===== src/rtl/sort_feeder.sv =====
// Feeds eight-byte frames into an external sorter, starts the sort, waits for completion
// with a timeout, then streams the sorted bytes out under a valid/ready handshake.
module sort_feeder #(
  parameter int unsigned TIMEOUT = 255
) (
  input  logic       clk,
  input  logic       rst,
  input  logic       in_valid,
  input  logic [7:0] in_data,
  output logic       in_ready,
  output logic       out_valid,
  output logic [7:0] out_data,
  output logic       out_last,
  input  logic       out_ready,
  output logic       s_wr,
  output logic       s_start,
  output logic [2:0] s_addr,
  output logic [7:0] s_datain,
  input  logic [7:0] s_dataout,
  input  logic       s_ready,
  output logic       busy,
  output logic       err
);

  localparam int unsigned TW = (TIMEOUT < 2) ? 1 : $clog2(TIMEOUT + 1);

  typedef enum logic [2:0] {
    LOAD,
    START,
    WAIT_LO,
    WAIT_HI,
    RD_REQ,
    RD_CAP,
    OUT
  } state_t;

  state_t        state_q, state_d;
  logic [2:0]    cnt_q, cnt_d;
  logic [2:0]    k_q, k_d;
  logic [TW-1:0] tmo_q, tmo_d;
  logic          out_valid_q, out_valid_d;
  logic [7:0]    out_data_q, out_data_d;
  logic          out_last_q, out_last_d;
  logic          err_q, err_d;
  logic          tmo_hit;

  // This wait cycle is the TIMEOUT-th one since START cleared the counter.
  assign tmo_hit = (tmo_q == TW'(TIMEOUT - 1));

  always_ff @(posedge clk or posedge rst) begin
    if (rst) begin
      state_q     <= LOAD;
      cnt_q       <= '0;
      k_q         <= '0;
      tmo_q       <= '0;
      out_valid_q <= 1'b0;
      out_data_q  <= '0;
      out_last_q  <= 1'b0;
      err_q       <= 1'b0;
    end else begin
      state_q     <= state_d;
      cnt_q       <= cnt_d;
      k_q         <= k_d;
      tmo_q       <= tmo_d;
      out_valid_q <= out_valid_d;
      out_data_q  <= out_data_d;
      out_last_q  <= out_last_d;
      err_q       <= err_d;
    end
  end

  always_comb begin
    state_d     = state_q;
    cnt_d       = cnt_q;
    k_d         = k_q;
    tmo_d       = tmo_q;
    out_valid_d = out_valid_q;
    out_data_d  = out_data_q;
    out_last_d  = out_last_q;
    err_d       = err_q;
    in_ready    = 1'b0;
    s_wr        = 1'b0;
    s_start     = 1'b0;
    s_addr      = k_q;
    s_datain    = in_data;

    unique case (state_q)
      LOAD: begin
        in_ready = 1'b1;
        s_wr     = in_valid;
        s_addr   = cnt_q;
        if (in_valid) begin
          cnt_d = cnt_q + 3'd1;
          if (cnt_q == 3'd7) state_d = START;
        end
      end
      START: begin
        s_start = 1'b1;
        tmo_d   = '0;
        state_d = WAIT_LO;
      end
      WAIT_LO, WAIT_HI: begin
        tmo_d = tmo_q + 1'b1;
        if (state_q == WAIT_LO && !s_ready) begin
          state_d = WAIT_HI;
        end else if (state_q == WAIT_HI && s_ready) begin
          state_d = RD_REQ;
          k_d     = '0;
        end else if (tmo_hit) begin
          err_d   = 1'b1;
          cnt_d   = '0;
          state_d = LOAD;
        end
      end
      RD_REQ: begin
        state_d = RD_CAP;
      end
      RD_CAP: begin
        out_data_d  = s_dataout;
        out_last_d  = (k_q == 3'd7);
        out_valid_d = 1'b1;
        state_d     = OUT;
      end
      OUT: begin
        if (out_ready) begin
          out_valid_d = 1'b0;
          if (k_q == 3'd7) begin
            k_d     = '0;
            state_d = LOAD;
          end else begin
            k_d     = k_q + 3'd1;
            state_d = RD_REQ;
          end
        end
      end
      default: state_d = LOAD;
    endcase
  end

  assign out_valid = out_valid_q;
  assign out_data  = out_data_q;
  assign out_last  = out_last_q;
  assign err       = err_q;
  assign busy      = (state_q != LOAD);

endmodule


===== config.mk =====
export PLATFORM = sky130hd
export DESIGN_NAME = sort_feeder
export DESIGN_NICKNAME = d
export VERILOG_FILES = /design/src/rtl/sort_feeder.sv
export SDC_FILE = /design/constraint.sdc
export NUM_CORES = 1
export LEC_CHECK = 0
export CORE_MARGIN = 3
export CORE_UTILIZATION = 47
export DETAILED_ROUTE_END_ITERATION = 8
export HOLD_SLACK_MARGIN = 0.12
export PLACE_DENSITY = 0.78
export SYNTH_ARGS = -nofsm -noshare
export SYNTH_HDL_FRONTEND = slang
export SYNTH_SLANG_ARGS = --single-unit

===== constraint.sdc =====
create_clock -name clk -period 1.9 [get_ports clk]
set_input_delay 0.38 -clock clk [delete_from_list [all_inputs] [get_ports clk]]
set_output_delay 0.38 -clock clk [all_outputs]
set_load 0.05 [all_outputs]

-- Word level (Yosys, flattened, before mapping)
Index checks and enable logic that the tools add are counted.
- add/sub/neg operators: 3
- eq/ne operators: 17
- multiplexer cells: 24
- bitwise logic cells: 2
- reduce and logical (&&, ||, !) cells: 15
- operator list (cell ; count):
    3-bit two-way mux ; 15
    3-bit one-hot mux with 6 select lines ; 1
    8-bit one-hot mux with 2 select lines ; 1
    3-bit == test, second input constant ; 5
    2-bit inequality test, second input constant ; 7
    3-bit one-hot mux with 2 select lines ; 2
    4-bit AND reduction ; 3
    8-bit by 1-bit adder with 8-bit output, second input constant ; 1
    8-bit == test, second input constant ; 1
    2-bit nonzero test ; 4
    3-bit by 1-bit adder with 3-bit output, second input constant ; 2
    3-bit by 2-bit == test with 1-bit output, second input constant ; 2
    5-bit AND reduction ; 1
    1-bit two-way mux ; 4
    4-bit inequality test, second input constant ; 1
    3-bit by 1-bit == test with 1-bit output, second input constant ; 1
    3-bit zero test ; 1
    3-bit nonzero test ; 1
    1-bit logical AND ; 2
    1-bit NOT ; 2
    1-bit one-hot mux with 2 select lines ; 1
    2-bit AND reduction ; 1
    2-bit OR reduction ; 1
    1-bit zero test ; 1
- register bits: 28
- bits of input ports: 21
- output and inout bits: 26
- word-level logic and storage cells: 69

-- Longest topological paths before layout
- depth after elaboration: 5
- gate-level depth with buffers: 5
- gate-level depth less buffers: 5

-- Worst setup path before layout
OpenSTA, ideal clock, no wires.
- path kind: reg2out
- from: reg state_q[0]
- to: out s_addr[0]
- arrival: 1910 ps
- data required time: 1520 ps
- slack: -390 ps
- cell stages (with the launch flop): 4
- path buffers: 1
- cells stage by stage: dfrtp_1 buf_2 nor3_2 mux2_2
- word-level cells in the longest chain between the ends: 2
- ends and longest elaborated chain (what ; line ; source):
    start, declared ; 37 ; state_t state_q, state_d;
    start signal, assigned ; 61 ; state_q <= state_d;
    3-bit zero test ; 87 ; unique case (state_q)
    3-bit two-way mux ; 87 ;
    end, declared ; 17 ; output logic [2:0] s_addr,
No other way between the ends.

-- Worst setup path after layout
Ends and elaborated chain as after synthesis.

==> reports/metrics.csv <==
metric,value,unit
outcome,"finished, violations left",
violations,negative setup slack,
yosysMostFrequentCell,dfrtp_1,
stdcell_area,1990,um^2
wl_per_cell,15.8,um
fin_crit,1.98,ns
clk_pin_slew_worst_paths,0.16,ns
initialDrtViolationCount,68,
die_h,63.7,um
setup_viol,5,
place_worst_setup_slack,0.127,ns
clock_latency,0.33,ns
finalCritPeriodShare,104,%
gp_congestion,0.872,
dp_hpwl,2.56,mm
p_sw,0.00163,W
numCtsBuffers,3,
die_area,4050,um^2
cp_max_fo,5,
seq_power_share,28.6,%
power_frac_clock,8.8,%
synth_top_area_cell,dfrtp_1,
drtAntennaViolNets,0,
io_buffers,30,
cts_buffer_depth,2,
post-route-drc-count,0,
grt_pass1_vias,1376,
hold_buffers,0,
antenna_cells,0,
netlist_top_cells_area,"dfrtp_1 45%, mux2_2 11%, ha_1 4.8%",
grt_start_max_net_pins,29,
fmax,505,MHz
syn_avg_cell_area,10.0,um^2
ys_warn_count,0,
finClkSkew,0.0107,ns
htree_levels,1,
min_path_type,in2async,
rsz0062_at_grt,yes,
core_area,3100,um^2
cts_sinks,28,
cp.required,1.52,ns
synthCells,156,
dpl_cell_area,1910,um^2
worst_slack,-0.0799,ns
cp_data_arrival_time,1.60,ns
yosysTopAreaCellShare,44.8,%
areaGrowthSynthToFinish,27.5,%
drv_slew,0,
rr_startpoint,state_q[2],
num_vias,1320,
critPathCapture,s_addr[0],
syn-num-nets,183,
endpoint_kind,output pin,
synth_seq_cells,28,
intPower,0.00173,W
drt-total-wl,3.59,mm
slew_headroom,63.6,%
start_util,50.4,%
p_leak,0.912,nW
ys_seq_area_share,44.8,%
regToRegEndpoint,tmo_q[5],
io_pins,47,
synth_edf_count,0,
start_kind,register,
synth_commonest_cells,"28 x dfrtp_1, 16 x nand2_1, 15 x mux2_2, 9 x inv_1",
grt_pass1_wl,6.07,mm
synth_top_flop_cell,dfrtp_1,
yosysUniqueCellTypes,36,
ctsRootBufferMaster,clkbuf_4,
drive_gt1_share,23.9,%
powerDensity,1690,nW/um^2
fin_nets,212,
grt.total_usage,18.9,%
overflow,0,
antenna_found_initial,0,
tightest_slew,0.545,ns
cts_tree,yes,
path_class,reg2out,
r2r_cells,4,
irDropWorstVdd,1.14,mV
maxCapViolations,0,
dr.pass1.iters,4,
swShare,48.4,%
die_x,63.7,um
synth-async-reset-ratio,100,%
r2r_slack,0.25,ns
rows,20,
share_comb_of_total_power,62.6,%
startpoint,state_q[0],
synth_area,1560,um^2
hold_viol,0,
via_per_inst,5.79,
==> state kept, by name, summed over array words and instances (netlist names) <==
register and cells:
state_q 3, cnt_q 3, tmo_q 8, out_last 1, out_valid 1, err 1, out_data 8, k_q 3
==> power by group through the flow <==
stage / sequential (W) / clock, W / combinational, W
after global placement: 0.000959 / 0 / 0.00198
after CTS: 0.000961 / 0.000301 / 0.00204
after floorplan: 0.00128 / 0 / 0.00114
after detailed placement: 0.000976 / 0 / 0.00203
final: 0.000962 / 0.000296 / 0.00210
after global routing: 0.000996 / 0.000329 / 0.00226
==> repair_timing <==
| action | in CTS | in global routing |
|---|---|---|
| pin swaps | 2 | 1 |
| gates resized for setup | 13 | 8 |
| setup endpoints to repair | 14 | 7 |
| buffers inserted | 1 | 1 |
==> cells in the final DEF, fill, tap and decap left out, types with 8 or more instances in the layout <==
cell / count
dlygate4sd2_1: 8
dfrtp_1: 28
buf_4: 8
nand3_1: 8
o21ai_0: 8
mux2_2: 12
nand2_1: 14
clkdlybuf4s50_1: 12
==> worst min path at each step <==
stage          from           to  slack (ns)  depth (start not counted)
2_1_floorplan   rst     cnt_q[0]        0.45                          1
3_5_place_dp    err          err        0.45                          2
3_3_place_gp    err          err        0.46                          2
6_report        rst  out_data[1]        0.38                          3
5_1_grt         rst  out_data[1]        0.40                          3
4_1_cts         rst  out_data[1]        0.40                          3
==> logic make-up after synthesis <==
kind of cell               synth area share [%]
and+or+nand+nor                            17.2
AOI/OAI and AO/OA                          12.7
DFF                                        44.8
buffers and inverters                      7.85
muxes                                      12.1
adders and majority gates                  4.80
xor gates and xnor gates                  0.561
==> per-layer routing <==
metal / wire length [um] / global-route usage, % / part of all wire [%]
met1: 1420 / 20.2 / 40
met2: 1850 / 34.9 / 52
met3: 288 / 5.35 / 8.0
met4: 27 / 6.47 / 0.75
met5: 0 / 0 / 0
==> worst max-delay path: stages (launching register included) <==
cell and delay, ns:
dfrtp_1 0.44, nor3_4 0.33, mux2_4 0.34, buf_6 0.15
==> final cells by class <==
type	count	area, um^2
inverter	9	37.5
tap	44	55.1
multi-input combinational	105	769
sequential	28	701
clock buffer	4	36.3
timing repair buffer	38	394
fill	270	1110
==> through the flow <==
step / std cells / power, W / util, % / hold WS (ns) / setup TNS [ns]
6_report: 228 / 0.00336 / 64.2 / 0.381 / -0.308
5_1_grt: 228 / 0.00358 / 64.2 / 0.405 / -0.672
4_1_cts: 227 / 0.00330 / 63.2 / 0.400 / -0.313
3_5_place_dp: 222 / 0.00301 / 61.7 / 0.450 / 0
3_3_place_gp: 222 / 0.00294 / 61.7 / 0.455 / 0
2_1_floorplan: 156 / 0.00242 / - / 0.445 / -0.218
No activity file was read; power rests on OpenSTA's default activity.
